## src/rtl/tomasulo_pkg.sv

```systemverilog
// rtl/tomasulo_pkg.sv - shared Tomasulo types, default widths and tag helper
package tomasulo_pkg;

   localparam int NULL_TAG   = 0;
   localparam int DEF_TAG_W  = 4;
   localparam int DEF_DATA_W = 32;
   localparam int DEF_OP_W   = 2;

   typedef struct packed {
      logic                  busy;
      logic [DEF_OP_W-1:0]   op;
      logic [DEF_TAG_W-1:0]  q1;
      logic [DEF_DATA_W-1:0] v1;
      logic [DEF_TAG_W-1:0]  q2;
      logic [DEF_DATA_W-1:0] v2;
   } rs_entry_t;

   // Station id sits above the entry index; callers truncate to their TAG_W.
   function automatic int unsigned tag_of(input int unsigned station,
                                          input int unsigned idx,
                                          input int unsigned idx_w);
      return (station << idx_w) | idx;
   endfunction

endpackage

```

## src/rtl/rs_station_param_if.sv

```systemverilog
// rtl/rs_station_param_if.sv - issue, CDB and dispatch bundle of the reservation station
interface rs_station_param_if #(
   parameter int DEPTH  = 4,
   parameter int DATA_W = 32,
   parameter int OP_W   = 2,
   parameter int TAG_W  = 4
);
   localparam int IDX_W = $clog2(DEPTH);

   logic              flush;
   logic              in_valid;
   logic              in_ready;
   logic [OP_W-1:0]   in_op;
   logic [TAG_W-1:0]  in_q1;
   logic [TAG_W-1:0]  in_q2;
   logic [DATA_W-1:0] in_v1;
   logic [DATA_W-1:0] in_v2;
   logic [TAG_W-1:0]  alloc_tag;
   logic              cdb_valid;
   logic [TAG_W-1:0]  cdb_tag;
   logic [DATA_W-1:0] cdb_data;
   logic              out_valid;
   logic              out_ready;
   logic [OP_W-1:0]   out_op;
   logic [DATA_W-1:0] out_v1;
   logic [DATA_W-1:0] out_v2;
   logic [TAG_W-1:0]  out_tag;
   logic [IDX_W:0]    occupancy;

   modport slave (
      input  flush, in_valid, in_op, in_q1, in_q2, in_v1, in_v2,
      input  cdb_valid, cdb_tag, cdb_data, out_ready,
      output in_ready, alloc_tag, out_valid, out_op, out_v1, out_v2, out_tag, occupancy
   );

   modport master (
      output flush, in_valid, in_op, in_q1, in_q2, in_v1, in_v2,
      output cdb_valid, cdb_tag, cdb_data, out_ready,
      input  in_ready, alloc_tag, out_valid, out_op, out_v1, out_v2, out_tag, occupancy
   );

endinterface

```

## src/rtl/rs_age_matrix.sv

```systemverilog
// rtl/rs_age_matrix.sv - older-than bit matrix granting the oldest requesting entry
module rs_age_matrix #(
   parameter int DEPTH = 4
) (
   input  logic             clk,
   input  logic             nRST,
   input  logic             i_flush,
   input  logic [DEPTH-1:0] i_alloc,
   input  logic [DEPTH-1:0] i_free,
   input  logic [DEPTH-1:0] i_req,
   output logic [DEPTH-1:0] o_grant
);

   // r_older[i][j] set means entry i is older than entry j
   logic [DEPTH-1:0] r_older [DEPTH];
   logic             w_blocked;

   // A new entry is younger than every slot; stale bits of free slots are never requested.
   always_ff @(posedge clk or negedge nRST) begin
      if (!nRST) begin
         for (int i = 0; i < DEPTH; i++) r_older[i] <= '0;
      end else if (i_flush) begin
         for (int i = 0; i < DEPTH; i++) r_older[i] <= '0;
      end else begin
         for (int i = 0; i < DEPTH; i++) begin
            for (int j = 0; j < DEPTH; j++) begin
               if (i_alloc[j])
                  r_older[i][j] <= (i != j);
               else if (i_alloc[i] || i_free[i] || i_free[j])
                  r_older[i][j] <= 1'b0;
            end
         end
      end
   end

   always_comb begin
      o_grant   = '0;
      w_blocked = 1'b0;
      for (int i = 0; i < DEPTH; i++) begin
         w_blocked = 1'b0;
         for (int j = 0; j < DEPTH; j++) begin
            if (i_req[j] && r_older[j][i]) w_blocked = 1'b1;
         end
         o_grant[i] = i_req[i] && !w_blocked;
      end
   end

endmodule

```

## src/rtl/rs_station_param.sv

```systemverilog
// rtl/rs_station_param.sv - reservation station: entry storage, CDB snoop, allocation and dispatch
module rs_station_param
   import tomasulo_pkg::*;
#(
   parameter int DEPTH      = 4,
   parameter int DATA_W     = DEF_DATA_W,
   parameter int OP_W       = DEF_OP_W,
   parameter int TAG_W      = DEF_TAG_W,
   parameter int STATION_ID = 1
) (
   input logic               clk,
   input logic               nRST,
   rs_station_param_if.slave bus
);

   localparam int IDX_W = $clog2(DEPTH);
   localparam logic [IDX_W:0] OCC_ONE = 1;

   typedef struct packed {
      logic              busy;
      logic [OP_W-1:0]   op;
      logic [TAG_W-1:0]  q1;
      logic [DATA_W-1:0] v1;
      logic [TAG_W-1:0]  q2;
      logic [DATA_W-1:0] v2;
   } entry_t;

   entry_t           r_entry [DEPTH];
   logic [IDX_W:0]   r_occ;

   entry_t           w_new;
   logic [IDX_W-1:0] w_free_idx;
   logic [IDX_W-1:0] w_sel_idx;
   logic             w_any_free;
   logic             w_cdb_live;
   logic             w_issue;
   logic             w_disp;
   logic [DEPTH-1:0] w_ready;
   logic [DEPTH-1:0] w_grant;
   logic [DEPTH-1:0] w_alloc_oh;
   logic [DEPTH-1:0] w_free_oh;
   logic [DEPTH-1:0] w_hit1;
   logic [DEPTH-1:0] w_hit2;

   assign w_cdb_live = bus.cdb_valid && (bus.cdb_tag != TAG_W'(NULL_TAG));

   always_comb begin
      w_free_idx = '0;
      w_any_free = 1'b0;
      for (int i = DEPTH - 1; i >= 0; i--) begin
         if (!r_entry[i].busy) begin
            w_free_idx = IDX_W'(i);
            w_any_free = 1'b1;
         end
      end
   end

   always_comb begin
      w_ready = '0;
      w_hit1  = '0;
      w_hit2  = '0;
      for (int i = 0; i < DEPTH; i++) begin
         w_ready[i] = r_entry[i].busy && (r_entry[i].q1 == TAG_W'(NULL_TAG))
                                      && (r_entry[i].q2 == TAG_W'(NULL_TAG));
         w_hit1[i]  = r_entry[i].busy && w_cdb_live && (r_entry[i].q1 == bus.cdb_tag);
         w_hit2[i]  = r_entry[i].busy && w_cdb_live && (r_entry[i].q2 == bus.cdb_tag);
      end
   end

   // Operands broadcast in the issue cycle are captured straight into the new entry.
   always_comb begin
      w_new      = '0;
      w_new.busy = 1'b1;
      w_new.op   = bus.in_op;
      w_new.q1   = bus.in_q1;
      w_new.v1   = bus.in_v1;
      w_new.q2   = bus.in_q2;
      w_new.v2   = bus.in_v2;
      if (w_cdb_live && bus.in_q1 == bus.cdb_tag) begin
         w_new.q1 = '0;
         w_new.v1 = bus.cdb_data;
      end
      if (w_cdb_live && bus.in_q2 == bus.cdb_tag) begin
         w_new.q2 = '0;
         w_new.v2 = bus.cdb_data;
      end
   end

   assign w_issue    = bus.in_valid && w_any_free && !bus.flush;
   assign w_disp     = bus.out_valid && bus.out_ready && !bus.flush;
   assign w_alloc_oh = w_issue ? (DEPTH'(1) << w_free_idx) : '0;
   assign w_free_oh  = w_disp ? w_grant : '0;

   rs_age_matrix #(.DEPTH(DEPTH)) u_age (
      .clk     (clk),
      .nRST    (nRST),
      .i_flush (bus.flush),
      .i_alloc (w_alloc_oh),
      .i_free  (w_free_oh),
      .i_req   (w_ready),
      .o_grant (w_grant)
   );

   always_comb begin
      w_sel_idx = '0;
      for (int i = 0; i < DEPTH; i++) begin
         if (w_grant[i]) w_sel_idx = IDX_W'(i);
      end
   end

   always_ff @(posedge clk or negedge nRST) begin
      if (!nRST) begin
         for (int i = 0; i < DEPTH; i++) r_entry[i] <= '0;
         r_occ <= '0;
      end else if (bus.flush) begin
         for (int i = 0; i < DEPTH; i++) r_entry[i].busy <= 1'b0;
         r_occ <= '0;
      end else begin
         for (int i = 0; i < DEPTH; i++) begin
            if (w_hit1[i]) begin
               r_entry[i].q1 <= '0;
               r_entry[i].v1 <= bus.cdb_data;
            end
            if (w_hit2[i]) begin
               r_entry[i].q2 <= '0;
               r_entry[i].v2 <= bus.cdb_data;
            end
            if (w_disp && w_grant[i]) r_entry[i].busy <= 1'b0;
            if (w_issue && w_free_idx == IDX_W'(i)) r_entry[i] <= w_new;
         end
         if (w_issue && !w_disp)
            r_occ <= r_occ + OCC_ONE;
         else if (!w_issue && w_disp)
            r_occ <= r_occ - OCC_ONE;
      end
   end

   assign bus.in_ready  = w_any_free;
   assign bus.alloc_tag = TAG_W'(tag_of(STATION_ID, 32'(w_free_idx), IDX_W));
   assign bus.out_valid = |w_ready;
   assign bus.out_op    = r_entry[w_sel_idx].op;
   assign bus.out_v1    = r_entry[w_sel_idx].v1;
   assign bus.out_v2    = r_entry[w_sel_idx].v2;
   assign bus.out_tag   = TAG_W'(tag_of(STATION_ID, 32'(w_sel_idx), IDX_W));
   assign bus.occupancy = r_occ;

endmodule

```

## src/flat_wrapper.sv

```systemverilog
// flat-port wrapper written by rule: the top's interface ports become plain ports
module rs_station_param_flat import tomasulo_pkg::*;
#(
   parameter int DEPTH      = 4,
   parameter int DATA_W     = DEF_DATA_W,
   parameter int OP_W       = DEF_OP_W,
   parameter int TAG_W      = DEF_TAG_W,
   parameter int STATION_ID = 1
)
  (clk, nRST, bus_flush, bus_in_valid, bus_in_op, bus_in_q1, bus_in_q2, bus_in_v1, bus_in_v2, bus_cdb_valid, bus_cdb_tag, bus_cdb_data, bus_out_ready, bus_in_ready, bus_alloc_tag, bus_out_valid, bus_out_op, bus_out_v1, bus_out_v2, bus_out_tag, bus_occupancy);
  rs_station_param_if #(.DEPTH(DEPTH), .DATA_W(DATA_W), .OP_W(OP_W), .TAG_W(TAG_W)) bus_i ();
  input logic clk;
  input logic nRST;
  input wire logic [$bits(bus_i.flush)-1:0] bus_flush;
  input wire logic [$bits(bus_i.in_valid)-1:0] bus_in_valid;
  input wire logic [$bits(bus_i.in_op)-1:0] bus_in_op;
  input wire logic [$bits(bus_i.in_q1)-1:0] bus_in_q1;
  input wire logic [$bits(bus_i.in_q2)-1:0] bus_in_q2;
  input wire logic [$bits(bus_i.in_v1)-1:0] bus_in_v1;
  input wire logic [$bits(bus_i.in_v2)-1:0] bus_in_v2;
  input wire logic [$bits(bus_i.cdb_valid)-1:0] bus_cdb_valid;
  input wire logic [$bits(bus_i.cdb_tag)-1:0] bus_cdb_tag;
  input wire logic [$bits(bus_i.cdb_data)-1:0] bus_cdb_data;
  input wire logic [$bits(bus_i.out_ready)-1:0] bus_out_ready;
  output wire logic [$bits(bus_i.in_ready)-1:0] bus_in_ready;
  output wire logic [$bits(bus_i.alloc_tag)-1:0] bus_alloc_tag;
  output wire logic [$bits(bus_i.out_valid)-1:0] bus_out_valid;
  output wire logic [$bits(bus_i.out_op)-1:0] bus_out_op;
  output wire logic [$bits(bus_i.out_v1)-1:0] bus_out_v1;
  output wire logic [$bits(bus_i.out_v2)-1:0] bus_out_v2;
  output wire logic [$bits(bus_i.out_tag)-1:0] bus_out_tag;
  output wire logic [$bits(bus_i.occupancy)-1:0] bus_occupancy;
  assign bus_i.flush = bus_flush;
  assign bus_i.in_valid = bus_in_valid;
  assign bus_i.in_op = bus_in_op;
  assign bus_i.in_q1 = bus_in_q1;
  assign bus_i.in_q2 = bus_in_q2;
  assign bus_i.in_v1 = bus_in_v1;
  assign bus_i.in_v2 = bus_in_v2;
  assign bus_i.cdb_valid = bus_cdb_valid;
  assign bus_i.cdb_tag = bus_cdb_tag;
  assign bus_i.cdb_data = bus_cdb_data;
  assign bus_i.out_ready = bus_out_ready;
  assign bus_in_ready = bus_i.in_ready;
  assign bus_alloc_tag = bus_i.alloc_tag;
  assign bus_out_valid = bus_i.out_valid;
  assign bus_out_op = bus_i.out_op;
  assign bus_out_v1 = bus_i.out_v1;
  assign bus_out_v2 = bus_i.out_v2;
  assign bus_out_tag = bus_i.out_tag;
  assign bus_occupancy = bus_i.occupancy;
  rs_station_param #(.DEPTH(DEPTH), .DATA_W(DATA_W), .OP_W(OP_W), .TAG_W(TAG_W), .STATION_ID(STATION_ID)) u_core (.clk(clk), .nRST(nRST), .bus(bus_i));
endmodule
```

## config.mk

```make
export PLATFORM = sky130hd
export DESIGN_NAME = rs_station_param_flat
export DESIGN_NICKNAME = d
export VERILOG_FILES = /design/src/rtl/tomasulo_pkg.sv /design/src/rtl/rs_station_param_if.sv /design/src/rtl/rs_age_matrix.sv /design/src/rtl/rs_station_param.sv /design/src/flat_wrapper.sv
export SDC_FILE = /design/constraint.sdc
export NUM_CORES = 1
export LEC_CHECK = 0
export ABC_AREA = 1
export ABC_CLOCK_PERIOD_IN_PS = 3450
export BUFFER_PORTS_ARGS = -buffer_cell sky130_fd_sc_hd__buf_2
export CELL_PAD_IN_SITES_DETAIL_PLACEMENT = 1
export CELL_PAD_IN_SITES_GLOBAL_PLACEMENT = 2
export CORE_UTILIZATION = 34
export DETAILED_ROUTE_END_ITERATION = 8
export PLACE_DENSITY_LB_ADDON = 0.1
export SLEW_MARGIN = 20
export SYNTH_ARGS = -nofsm -noshare
export SYNTH_HDL_FRONTEND = slang
export SYNTH_HIERARCHICAL = 1
export SYNTH_SLANG_ARGS = --single-unit
```

## constraint.sdc

```tcl
create_clock -name clk -period 3.45 [get_ports clk]
set_clock_uncertainty 0.2 [all_clocks]
set_input_delay 0.69 -clock clk [delete_from_list [all_inputs] [get_ports clk]]
set_output_delay 0.69 -clock clk [all_outputs]
set_load 0.1 [all_outputs]
```

==> reports/metrics.yaml <==
hold_viol: 0
route.detailed.drc: 10
gp_congestion: 0.842
area_delta_synth_final_pct: 42.2
row_count: 84
crit_fanout: 7
design_area_um2: 26100
cts_tree: "done"
seq_power_share_pct: 34.0
pwr-share-comb_pct: 38.9
finalSetupViolCount: 68
drive_above_1_share_pct: 22.7
vias: 19700
antenna_cells: 0
synth_area_leaders: "dfrtp_1 (43%), nand2_1 (14%), nand3_1 (8.2%), o21ai_0 (8.0%), inv_1 (5.4%)"
final_cells: 3556
io_pins: 195
synth_edf_count: 0
layout.nets: 2959
fin_crit_sh_pct: 118
synth-async-reset-ratio_pct: 100
crit_family: "simple AND/OR/NAND/NOR gates"
setup_slack_ps: -614
ir_drop_mv: 0.450
antenna_found_initial: 0
wl_per_cell_um: 23.6
top_layer: "met4"
clock_power_share_pct: 27.1
die_height_um: 234
placed_cells: 3435
routed_wl_um: 84000
synthCells: 2592
wl_met1_um: 37400
crit_chain: "nor2_2 -> nand4_1 -> nor4_4 -> buf_4 -> nand2_2 -> nand2_2 -> nor2_4 -> buf_6 -> nor2_4 -> buf_6 -> buf_16 -> nor3_1 -> a221oi_4 -> buf_12"
arrival_ps: 3170
grt_pass1_wl_um: 128000
worst-path-buf-inv: 5
leakage_nw: 12.0
met3_length_um: 3770
status: "finished, violations left"
yosysSeqAreaShare_pct: 43.0
layout_min_cycle_time_ps: 4060
power.total_mw: 15.6
relSlewSlack_pct: 44.9
fp.coreArea_um2: 53000
synth_ff_type: "dfrtp_1"
violations: "design-rule violations, negative setup slack"
finalSetupTns_ps: -35010
drt_pass1_iterations: 7
clkSinkCount: 315
dieArea_um2: 54900
synth_top_area_share_pct: 43.0
routed-wl-met2_um: 40200
rsz0062_at_grt: "true"
worst_slew_pin_slew_ps: 826
fmax_mhz: 246
power.internal_mw: 9.39
powerDensity_nw_per_um2: 599
cp.required_ps: 2560
hold_depth: 3
syn_avg_cell_area_um2: 7.08
grt_pass1_vias: 20900
yosysTopAreaCell: "dfrtp_1"
grt_max_degree: 132
ys_seq_elements: 315
clock-root-buffer: "clkbuf_16"
io_buffers: 190
grt.total_usage_pct: 30.9
clk_pin_slew_worst_paths_ps: 60
die_width_um: 234
h-tree-depth: 2
cap_viol_max_count: 0
synth.cell_area_um2: 18300
cp-startpoint: "u_core/r_entry[146]$_DFFE_PN0P_"
reg2reg_from: "u_core/r_entry[259]$_DFFE_PN0P_"
cp_slowest_cell: "dfrtp_1"
ys.warnings.count: 6
critPathKind: "flip-flop to primary output"
p_sw_mw: 6.24
cpPeakStageDelay_ps: 390
worstHoldStart: "bus_in_op[1]"
hp-class: "input port to flip-flop"
ys_types: 35
viasPerCell: 5.55
clock_path_buffers: 3
grt_overflow: 0
switching_share_pct: 39.9
cts_buffers: 40
drtIter0Drc: 1269
endpoint_kind: "primary output"
maxSlewViolCount: 0
clock_latency_ps: 570
hpwl_um: 52800
ant_nets: 0
rr_worst_depth: 16
placed_area_um2: 23200
start_util_pct: 34.6
crit_cells: 14
start_kind: "flip-flop"
cell families after synthesis:
kind of cell	after synthesis	share of synthesized area (%)
buffers and inverters	449	9.89
other	2	0.0409
adder cells (fa/ha/maj)	1	0.109
flip-flops	315	43.0
XOR/XNOR	36	1.72
AND/OR/NAND/NOR	1265	29.1
AO/OA/AOI/OAI	524	16.2
registers in the layout (all words and copies together) (netlist names):
signal / cells
u_core/r_entry: 300
u_core/bus.occupancy: 3
u_core/u_age/r_older: 12
power by group through the flow:
stage / Combinational (mW) / Clock [mW] / Sequential (mW)
2_1_floorplan: 3.93 / 0 / 5.02
3_3_place_gp: 5.84 / 0 / 5.22
3_5_place_dp: 5.96 / 0 / 5.22
4_1_cts: 6.02 / 4.31 / 5.23
5_1_grt: 6.44 / 4.45 / 5.39
6_report: 6.08 / 4.23 / 5.32
cells in the mapped netlist (all sizes together) (2+ instances only):
cell / n
dfrtp: 315
buf: 95
inv: 272
a221oi: 32
nor3: 68
nor2: 168
xnor2: 23
a21oi: 55
xor2: 13
clkbuf: 81
nand2: 702
nand4: 21
nand3: 303
nor4: 2
o21ai: 315
a211oi: 34
o22ai: 87
conb: 2
through the flow:
step	util [%]	hold slack, ps	worst slack [ps]
floorplan	-	194	-192
global placement	43.8	263	-82.8
detailed placement	43.8	266	-110
CTS	48.3	235	-645
global route	49.2	264	-752
finish	49.2	249	-614
path summary, 6_finish.rpt:
kind | end | slack, ps
max | bus_out_v1[31] | -610
min in group asynchronous | u_core/r_entry[9]$_DFFE_PN0P_ | 550
max in group asynchronous | u_core/r_entry[56]$_DFFE_PN0P_ | 1660
min reg2reg | u_core/r_entry[20]$_DFFE_PN0P_ | 290
max reg2reg | u_core/bus.occupancy[2]$_DFFE_PN0P_ | 460
min | u_core/r_entry[148]$_DFFE_PN0P_ | 250
cell usage in the layout, fill, tap and decap left out, types with 11 or more instances in the layout:
master,count
a221oi_4,32
clkbuf_16,44
nand2_1,690
o22ai_4,11
xnor2_1,23
buf_16,11
inv_1,258
nor2_2,11
buf_12,122
xor2_1,13
nand2_2,11
a21oi_1,47
nand3_1,301
o21ai_1,22
buf_6,20
dfrtp_1,315
o22ai_2,29
inv_2,12
nor2_1,147
o21ai_0,293
clkbuf_1,11
a211oi_4,34
nor3_2,36
nand4_1,21
buf_4,92
buf_2,121
nor3_1,23
o22ai_1,47
per-layer routing:
layer	up-vias	GRT usage, %
li1	9040	-
met4	0	9.64
met3	151	3.95
met5	-	0
met1	10000	41.2
met2	529	51.9
repair_timing:
item,in CTS,in global routing
hold endpoints to repair,46,0
gates cloned,11,3
hold buffers,1,0
resized for setup,108,77
setup endpoints to repair,68,68
setup buffers,34,11
pin swaps,42,31
layout make-up:
type	count	area [um2]
clock inverter	7	85.1
inverter	273	1040
timing repair buffer	382	4580
clock buffer	61	1190
sequential	315	7880
multi-input combinational	1830	10400
tap	688	861
fill	6369	26900
worst register-to-register path, stage by stage, from the launching register on:
cell and delay, ps:
dfrtp_1 430, nor2_1 130, nand3_1 120, nor2_2 240
buf_4 160, nor2_1 40, nand2_1 150, nand2_1 250
nand2_1 240, inv_1 80, fa_1 380, xnor2_1 200
inv_1 60, nand2_1 60, nand2_1 50, nand2_1 60
nand2_1 50
No activity file was read; power rests on OpenSTA's default activity.
